--- src/rtl/sram_dp_port_arbiter.sv ---
// sram_dp_port_arbiter: round-robin grant of NREQ requesters onto the two ports of one SRAM, with a same-address collision guard.
// Latency: grant and SRAM drive are combinational; read data returns 1 cycle after the handshake, tagged to its requester.
// Backpressure: req_ready is withheld from requesters that are not granted; responses cannot be stalled.
// Optional build macro ARB_STATS_EN adds the stat_xfers / stat_conflicts counters.
module sram_dp_port_arbiter #(
  parameter int BITS       = 64,
  parameter int ADDR_WIDTH = 13,
  parameter int NREQ       = 3
) (
  input  logic                       CLK,
  input  logic                       RST,
  input  logic [NREQ-1:0]            req_valid,
  output logic [NREQ-1:0]            req_ready,
  input  logic [NREQ*2-1:0]          req_we,
  input  logic [NREQ*ADDR_WIDTH-1:0] req_addr,
  input  logic [NREQ*BITS-1:0]       req_wdata,
  output logic [NREQ-1:0]            rsp_valid,
  output logic [NREQ*BITS-1:0]       rsp_data,
  output logic                       CENA,
  output logic                       CENB,
  output logic [1:0]                 WENA,
  output logic [1:0]                 WENB,
  output logic [ADDR_WIDTH-1:0]      AA,
  output logic [ADDR_WIDTH-1:0]      AB,
  output logic [BITS-1:0]            DA,
  output logic [BITS-1:0]            DB,
  input  logic [BITS-1:0]            QA,
  input  logic [BITS-1:0]            QB
`ifdef ARB_STATS_EN
  ,
  output logic [31:0]                stat_xfers,
  output logic [15:0]                stat_conflicts
`endif
);

  localparam int PW = (NREQ > 1) ? $clog2(NREQ) : 1;
  typedef logic [PW-1:0] idx_t;

  // Next requester index in the circular scan.
  function automatic idx_t inc_mod(input idx_t v);
    if (int'(v) == NREQ - 1) return '0;
    else return v + idx_t'(1);
  endfunction

  logic [1:0]            we_i    [NREQ];
  logic [ADDR_WIDTH-1:0] addr_i  [NREQ];
  logic [BITS-1:0]       wdata_i [NREQ];

  for (genvar g = 0; g < NREQ; g++) begin : g_unpack
    assign we_i[g]    = req_we[g*2 +: 2];
    assign addr_i[g]  = req_addr[g*ADDR_WIDTH +: ADDR_WIDTH];
    assign wdata_i[g] = req_wdata[g*BITS +: BITS];
  end

  idx_t            rr_ptr;
  idx_t            a_idx, b_idx, scan_idx;
  logic            a_vld, b_vld, b_gnt, conflict;
  logic            rd_a, rd_b;
  logic [NREQ-1:0] rd_pend, rd_tag;
  logic [NREQ-1:0] pend_nxt, tag_nxt;

  // Circular scan from rr_ptr: first valid requester takes port A, second takes port B.
  // Nothing is granted while reset is held so the SRAM stays deselected.
  always_comb begin
    a_vld    = 1'b0;
    b_vld    = 1'b0;
    a_idx    = '0;
    b_idx    = '0;
    scan_idx = rr_ptr;
    for (int k = 0; k < NREQ; k++) begin
      if (req_valid[scan_idx] && !RST) begin
        if (!a_vld) begin
          a_vld = 1'b1;
          a_idx = scan_idx;
        end else if (!b_vld) begin
          b_vld = 1'b1;
          b_idx = scan_idx;
        end
      end
      scan_idx = inc_mod(scan_idx);
    end
  end

  // Same word on both ports is only safe when both are reads; otherwise B backs off and retries.
  assign conflict = a_vld && b_vld && (addr_i[a_idx] == addr_i[b_idx]) &&
                    ((we_i[a_idx] != 2'b00) || (we_i[b_idx] != 2'b00));
  assign b_gnt    = b_vld && !conflict;
  assign rd_a     = a_vld && (we_i[a_idx] == 2'b00);
  assign rd_b     = b_gnt && (we_i[b_idx] == 2'b00);

  // Ready goes only to the requesters that actually own a port this cycle.
  always_comb begin
    req_ready = '0;
    if (a_vld) req_ready[a_idx] = 1'b1;
    if (b_gnt) req_ready[b_idx] = 1'b1;
  end

  assign CENA = !a_vld;
  assign WENA = a_vld ? ~we_i[a_idx]    : 2'b11;
  assign AA   = a_vld ? addr_i[a_idx]  : '0;
  assign DA   = a_vld ? wdata_i[a_idx] : '0;
  assign CENB = !b_gnt;
  assign WENB = b_gnt ? ~we_i[b_idx]    : 2'b11;
  assign AB   = b_gnt ? addr_i[b_idx]  : '0;
  assign DB   = b_gnt ? wdata_i[b_idx] : '0;

  // Per-requester read-pending flag and port tag for the response one cycle later.
  always_comb begin
    pend_nxt = '0;
    tag_nxt  = '0;
    for (int i = 0; i < NREQ; i++) begin
      pend_nxt[i] = (rd_a && (a_idx == idx_t'(i))) || (rd_b && (b_idx == idx_t'(i)));
      tag_nxt[i]  = rd_b && (b_idx == idx_t'(i));
    end
  end

  // Pointer follows the last granted port, so a withdrawn B heads the next scan.
  always_ff @(posedge CLK or posedge RST) begin
    if (RST) begin
      rr_ptr  <= '0;
      rd_pend <= '0;
      rd_tag  <= '0;
    end else begin
      rd_pend <= pend_nxt;
      rd_tag  <= tag_nxt;
      if (b_gnt)      rr_ptr <= inc_mod(b_idx);
      else if (a_vld) rr_ptr <= inc_mod(a_idx);
    end
  end

  assign rsp_valid = rd_pend;

  for (genvar g = 0; g < NREQ; g++) begin : g_rsp
    assign rsp_data[g*BITS +: BITS] = !rd_pend[g] ? '0 : (rd_tag[g] ? QB : QA);
  end

`ifdef ARB_STATS_EN
  // Handshake count wraps; conflict count sticks at all-ones.
  always_ff @(posedge CLK or posedge RST) begin
    if (RST) begin
      stat_xfers     <= '0;
      stat_conflicts <= '0;
    end else begin
      stat_xfers <= stat_xfers + {31'b0, a_vld} + {31'b0, b_gnt};
      if (conflict && (stat_conflicts != 16'hFFFF))
        stat_conflicts <= stat_conflicts + 16'd1;
    end
  end
`endif

endmodule

--- config.mk ---
export PLATFORM = sky130hd
export DESIGN_NAME = sram_dp_port_arbiter
export DESIGN_NICKNAME = d
export VERILOG_FILES = /design/src/rtl/sram_dp_port_arbiter.sv
export SDC_FILE = /design/constraint.sdc
export NUM_CORES = 1
export LEC_CHECK = 0
export BUFFER_PORTS_ARGS = -buffer_cell sky130_fd_sc_hd__buf_2
export CAP_MARGIN = 0
export CELL_PAD_IN_SITES_DETAIL_PLACEMENT = 0
export CELL_PAD_IN_SITES_GLOBAL_PLACEMENT = 1
export CORE_AREA = 4 4 277 279
export CTS_CLUSTER_SIZE = 12
export DETAILED_ROUTE_END_ITERATION = 12
export DIE_AREA = 0 0 281 283
export PLACE_DENSITY = 0.46
export SLEW_MARGIN = 40
export SYNTH_ARGS = -nofsm -noshare
export SYNTH_HDL_FRONTEND = slang
export SYNTH_SLANG_ARGS = --single-unit
--- constraint.sdc ---
create_clock -name CLK -period 3.2 [get_ports CLK]
set_input_delay 0.16 -clock CLK [delete_from_list [all_inputs] [get_ports CLK]]
set_output_delay 0.16 -clock CLK [all_outputs]
set_load 0.005 [all_outputs]
==> results.json, run 1 <==
{
  "finalSetupViolCount": 86,
  "gp_congestion": 0.901,
  "worst-path-max-fanout": 8,
  "crit_type": "reg -> out",
  "core_area_um2": 74200,
  "grt_pass1_vias": 12800,
  "synth-seq-cells": 8,
  "wirelength_um": 61900,
  "cts_tree": "done",
  "track_usage_pct": 14.1,
  "dp_hpwl_um": 50900,
  "synth_warnings": 0,
  "drv_cap": 0,
  "ios": 728,
  "status": "complete, but fails checks",
  "hold_buffers": 0,
  "ir_worst_vdd_mv": 0.195,
  "holdWs_ns": 0.100,
  "rsz0062_at_grt": "true",
  "maxSlewHeadroom_pct": 41.4,
  "drc": 0,
  "ys_top_cells_by_count": "nor2b_1, mux2i_1, nor2_1, nand2_1, o21ai_0",
  "final_hold_viol_count": 0,
  "fp-row-count": 100,
  "fin_crit_ns": 3.55,
  "numCtsBuffers": 3,
  "end_kind": "primary output",
  "synth_area_per_cell_um2": 6.03,
  "fin_cells": 2922,
  "critPathMostFrequentCell": "buf_12",
  "fmax_mhz": 281,
  "required_ns": 3.04,
  "r2r_slack_ns": -0.03,
  "cts.path.max_buffers": 2,
  "synth-edff-count": 0,
  "grt.overflow.total": 0,
  "cp_data_arrival_time_ns": 3.39,
  "ys_types": 54,
  "drv_slew": 0,
  "synth_top_area_share_pct": 26.4,
  "power_density_nw_per_um2": 229,
  "yosysSeqAreaShare_pct": 2.70,
  "port_buffers": 727,
  "path_buf_inv": 4,
  "synth_area_leaders": "mux2i_1, nor2b_1, nor2_1",
  "critPathLaunchType": "register",
  "netlist_instances": 1231,
  "dp_slack_ns": -0.203,
  "die_h_um": 283,
  "drive_above_1_share_pct": 47.2,
  "tightest_slew_ns": 0.879,
  "htree_levels": 1,
  "fin_ws_ns": -0.355,
  "start_util_pct": 10.0,
  "clk_pin_slew_ns": 0.04,
  "cp_top_family": "simple AND/OR/NAND/NOR gates",
  "viasPerCell": 4.22,
  "hold_class": "in -> async",
  "async_flop_share_pct": 100,
  "final_antenna_net_count": 0,
  "syn-num-nets": 1601,
  "p_leak_uw": 0.00643,
  "synth.most_common_cell": "nor2b_1",
  "synth-main-ff-cell": "dfrtp_1",
  "violations": "negative setup slack",
  "placed_cells": 2898,
  "worstReg2RegEnd": "rsp_valid[1]",
  "fin_worst_skew_ns": 0.00339,
  "synth_area_leader_cell": "mux2i_1",
  "antenna_found_initial": 15,
  "cts_sinks": 8,
  "drt_iter0_drc": 556,
  "critPathSlowestCell": "or4_4",
  "path_cells": "and2b_4, xnor2_4, or2_4, o221a_1, a32oi_2, nand4_1, or4_4, o21ai_4, buf_12, buf_12, buf_8, nor3_1, buf_2",
  "fin_nets": 2319,
  "slowest_delay_ns": 0.46,
  "insertion_delay_ns": 0.23,
  "area_growth_pct": 80.7,
  "num_vias": 12300,
  "r2r_start": "rr_ptr[0]",
  "syn-cell-area_um2": 7430,
  "rr_worst_depth": 12,
  "fillers": 8688,
  "wl_per_cell_um": 21.2,
  "die-area_um2": 79500,
  "grt_pass1_wl_um": 86800,
  "drt_pre_antenna_iters": 5,
  "cts-root-buf": "clkbuf_16",
  "timing.final.crit_share_pct": 111,
  "grt_max_degree": 66,
  "die_w_um": 281
}
registers in the layout, summed over array words and instances, names as in the netlist:
name and count:
rr_ptr 2, rd_tag 3, rsp_valid 3
cells in the final DEF, fill, tap and decap left out, types with 6 or more instances in the layout:
cell / count
nand2_1: 147
nand3_1: 66
nor3_1: 34
o22ai_1: 68
o21ai_0: 80
buf_4: 75
buf_12: 13
buf_2: 728
nor2b_1: 199
o21ai_1: 7
a21oi_1: 6
o2bb2ai_1: 7
a31oi_1: 8
nor3_2: 20
buf_6: 11
or3_1: 8
nor2_1: 156
mux2i_1: 196
inv_1: 8
nor3_4: 11
layout make-up:
type	count	area (µm²)	area share [%]
tap	969	1210	9.03
timing repair buffer	835	4750	35.4
multi-input combinational	1093	7120	53.0
sequential	8	223	1.66
antenna	5	12.5	0.0932
clock buffer	4	78.8	0.587
inverter	8	30.0	0.224
repair_timing:
item	CTS	global route
setup endpoints to repair	90	106
cloned	3	1
buffers inserted	10	4
resized for setup	44	62
pin swaps	2	23
metal layers:
layer | vias to the layer above | wire (µm) | global-route usage, %
met5 | - | 25 | 0
met4 | 4 | 1920 | 3.79
met3 | 87 | 4560 | 2.74
met2 | 644 | 31600 | 26.6
met1 | 5868 | 23800 | 16.1
li1 | 5735 | - | -
tightest hold or removal path: stages:
cell and delay, ns:
buf_2 0.15, inv_1 0.14, buf_4 0.23
worst max path at each step:
stage	from	to	slack, ns	cells past startpoint
4_1_cts	rr_ptr[0]	DB[41]	-0.38	13
2_1_floorplan	rr_ptr[1]	WENB[0]	0.25	13
3_3_place_gp	rr_ptr[0]	req_ready[1]	-0.28	13
5_1_grt	rr_ptr[0]	DB[23]	-0.47	13
6_report	rr_ptr[0]	DB[58]	-0.35	13
3_5_place_dp	rr_ptr[0]	DB[50]	-0.20	13
cells by family after synthesis:
kind of cell	after synthesis	synth area share, %
muxes	196	26.4
and+or+nand+nor	666	43.7
AOI/OAI and AO/OA	219	18.6
buffers and inverters	130	7.08
DFF	8	2.70
xor gates and xnor gates	12	1.52
metrics by stage:
step           utilization [%]  area (µm²)  power, µW  TNS (ns)
2_1_floorplan                -        7430       1320         0
3_3_place_gp              17.1       12700       2670    -18.42
3_5_place_dp              17.1       12700       2650    -10.64
4_1_cts                   17.6       13100       3010    -27.99
5_1_grt                   18.1       13400       3310    -37.02
6_report                  18.1       13400       3070    -26.25
where the power goes:
part	switching [µW]	internal, µW	leakage [µW]
clock network	52.5	166	0.0000382
logic	1470	1190	0.00630
registers	80.5	115	0.0000936
total	1600	1470	0.00643
Note: power is estimated with default switching activity, not from simulation.
==> run 2: changes to the inputs <==
- ABC_AREA: default -> 1
- CORE_AREA: 4 4 277 279 -> 4 4 285 287
- DIE_AREA: 0 0 281 283 -> 0 0 289 291
- PLACE_DENSITY: 0.46 -> 0.48
==> results.json, run 2 <==
{
  "final_core_util_pct": 18.8,
  "synth_area_leader_cell": "nor2_1",
  "fin_crit_ns": 3.37,
  "p_total_uw": 10500,
  "syn-num-nets": 2115,
  "grt.overflow.total": 0,
  "fin_nets": 2864,
  "fmax_mhz": 297,
  "htree_levels": 1,
  "hold_buffers": 0,
  "power_density_nw_per_um2": 709,
  "drt_pre_antenna_iters": 5,
  "holdWs_ns": 0.121,
  "fin_tns_setup_ns": -7.48,
  "ys_top_cells_by_count": "nor2_1, nand2_1, o21ai_0, inv_1, clkbuf_1",
  "cts_sinks": 8,
  "ir_worst_vdd_mv": 0.340,
  "fp-row-count": 103,
  "required_ns": 3.04,
  "viasPerCell": 4.11,
  "ios": 728,
  "drv_cap": 0,
  "clk_pin_slew_ns": 0.04,
  "rr_worst_depth": 20,
  "die-area_um2": 84100,
  "worst-path-max-fanout": 8,
  "wirelength_um": 74800,
  "crit_type": "reg -> out",
  "layout.cells.most_common": "buf_2",
  "synth-seq-cells": 8,
  "maxSlewHeadroom_pct": 43.4,
  "gp_congestion": 0.860,
  "timing.final.crit_share_pct": 105,
  "final_antenna_net_count": 0,
  "fillers": 9356,
  "drv_slew": 0,
  "drc": 0,
  "antenna_found_initial": 18,
  "grt_max_degree": 91,
  "final_hold_viol_count": 0,
  "port_buffers": 727,
  "synth_area_leaders": "nor2_1, o21ai_0, nand2_1",
  "critPathLaunchType": "register",
  "die_w_um": 289,
  "status": "complete, but fails checks",
  "yosysSeqAreaShare_pct": 2.40,
  "die_h_um": 291,
  "start_util_pct": 10.6,
  "cts-root-buf": "clkbuf_16",
  "num_vias": 14600,
  "fin_worst_skew_ns": 0.00248,
  "area_growth_pct": 77.3,
  "ys_types": 37,
  "numCtsBuffers": 3,
  "track_usage_pct": 16.5,
  "core_area_um2": 78600,
  "fin_ws_ns": -0.168,
  "netlist_instances": 1745,
  "synth_top_area_share_pct": 27.1,
  "cts_tree": "done",
  "cp_data_arrival_time_ns": 3.21,
  "synth_warnings": 0,
  "insertion_delay_ns": 0.23,
  "p_leak_uw": 0.00857,
  "hold_class": "in -> async",
  "synth_area_per_cell_um2": 4.78,
  "grt_pass1_vias": 14900,
  "finalSetupViolCount": 78,
  "violations": "negative setup slack",
  "syn-cell-area_um2": 8340,
  "tightest_slew_ns": 0.849,
  "synth-main-ff-cell": "dfrtp_1",
  "synth-edff-count": 0,
  "final_cell_mix": "buf_2, nor2_1, o21ai_0",
  "wl_per_cell_um": 21.1,
  "cts.path.max_buffers": 2,
  "drt_iter0_drc": 772,
  "end_kind": "primary output",
  "drive_above_1_share_pct": 42.9,
  "synth.most_common_cell": "nor2_1",
  "dp_hpwl_um": 59900,
  "grt_pass1_wl_um": 105000,
  "rsz0062_at_grt": "true",
  "async_flop_share_pct": 100
}
==> run 2: through the flow <==
| stage | instances | cell area (µm²) | setup WS [ns] |
|---|---|---|---|
| after floorplan | 1745 | 8340 | 0.666 |
| after global placement | 3501 | 13800 | -0.253 |
| after detailed placement | 3502 | 13900 | -0.259 |
| after CTS | 3537 | 14500 | -0.211 |
| after global routing | 3545 | 14800 | -0.360 |
| final | 3548 | 14800 | -0.168 |
==> run 2: path summary, 6_finish.rpt <==
path | from | end | slack, ns
worst max-delay path | rr_ptr[1] | DB[34] | -0.17
worst min-delay path | RST | rsp_valid[2] | 0.12
worst max register to register | rr_ptr[1] | rsp_valid[0] | 0.14
worst min register to register | rr_ptr[0] | rr_ptr[0] | 0.61
max in group asynchronous | RST | rsp_valid[1] | 2.93
min in group CLK | rr_ptr[0] | rr_ptr[0] | 0.61
==> run 2: timing repair <==
action,CTS,global route
setup endpoints to repair,85,92
cloned,5,1
resized for setup,76,44
pin swaps,27,24
setup buffers,28,6
==> run 2: report_power, final <==
| group | leakage, µW | internal, µW | switching (µW) |
|---|---|---|---|
| clock network | 0.0000382 | 166 | 51.5 |
| logic | 0.00843 | 4070 | 5940 |
| registers | 0.0000950 | 131 | 132 |
==> run 2: cell type report <==
cell class	count	area, µm²	share of cell area, %
diodes	5	12.5	0.0846
clock buffers	4	78.8	0.533
inverters	135	524	3.55
multi-input cells	1458	7340	49.6
flip-flops and latches	8	210	1.42
well taps	1050	1310	8.88
repair buffers	888	5310	35.9
==> run 2: routing by layer <==
metal	up-vias	GRT usage, %	part of all wire [%]
met5	-	0	0.11
met4	14	2.10	1.6
met3	61	3.49	7.5
met2	599	32.0	52
met1	6748	18.7	39
li1	7145	-	-
==> run 2: cell families (layout without fill, tap and decap cells) <==
logic type | Yosys count | count (layout) | synth area share, %
buffers and inverters | 282 | 1027 | 14.1
AOI/OAI and AO/OA | 426 | 426 | 29.7
and+or+nand+nor | 1029 | 1032 | 53.8
other | 0 | 5 | 0
DFF | 8 | 8 | 2.40
==> run 2: worst max-delay path, stage by stage, from the launching register on <==
cell	delay, ns
dfrtp_2	0.44
buf_6	0.15
a21oi_2	0.13
nand3_2	0.12
buf_4	0.14
buf_4	0.12
buf_4	0.12
buf_4	0.12
buf_4	0.12
buf_4	0.12
buf_4	0.12
buf_4	0.12
a21boi_1	0.18
buf_6	0.25
nand2_8	0.10
buf_12	0.17
buf_6	0.14
nor3_2	0.16
buf_2	0.15
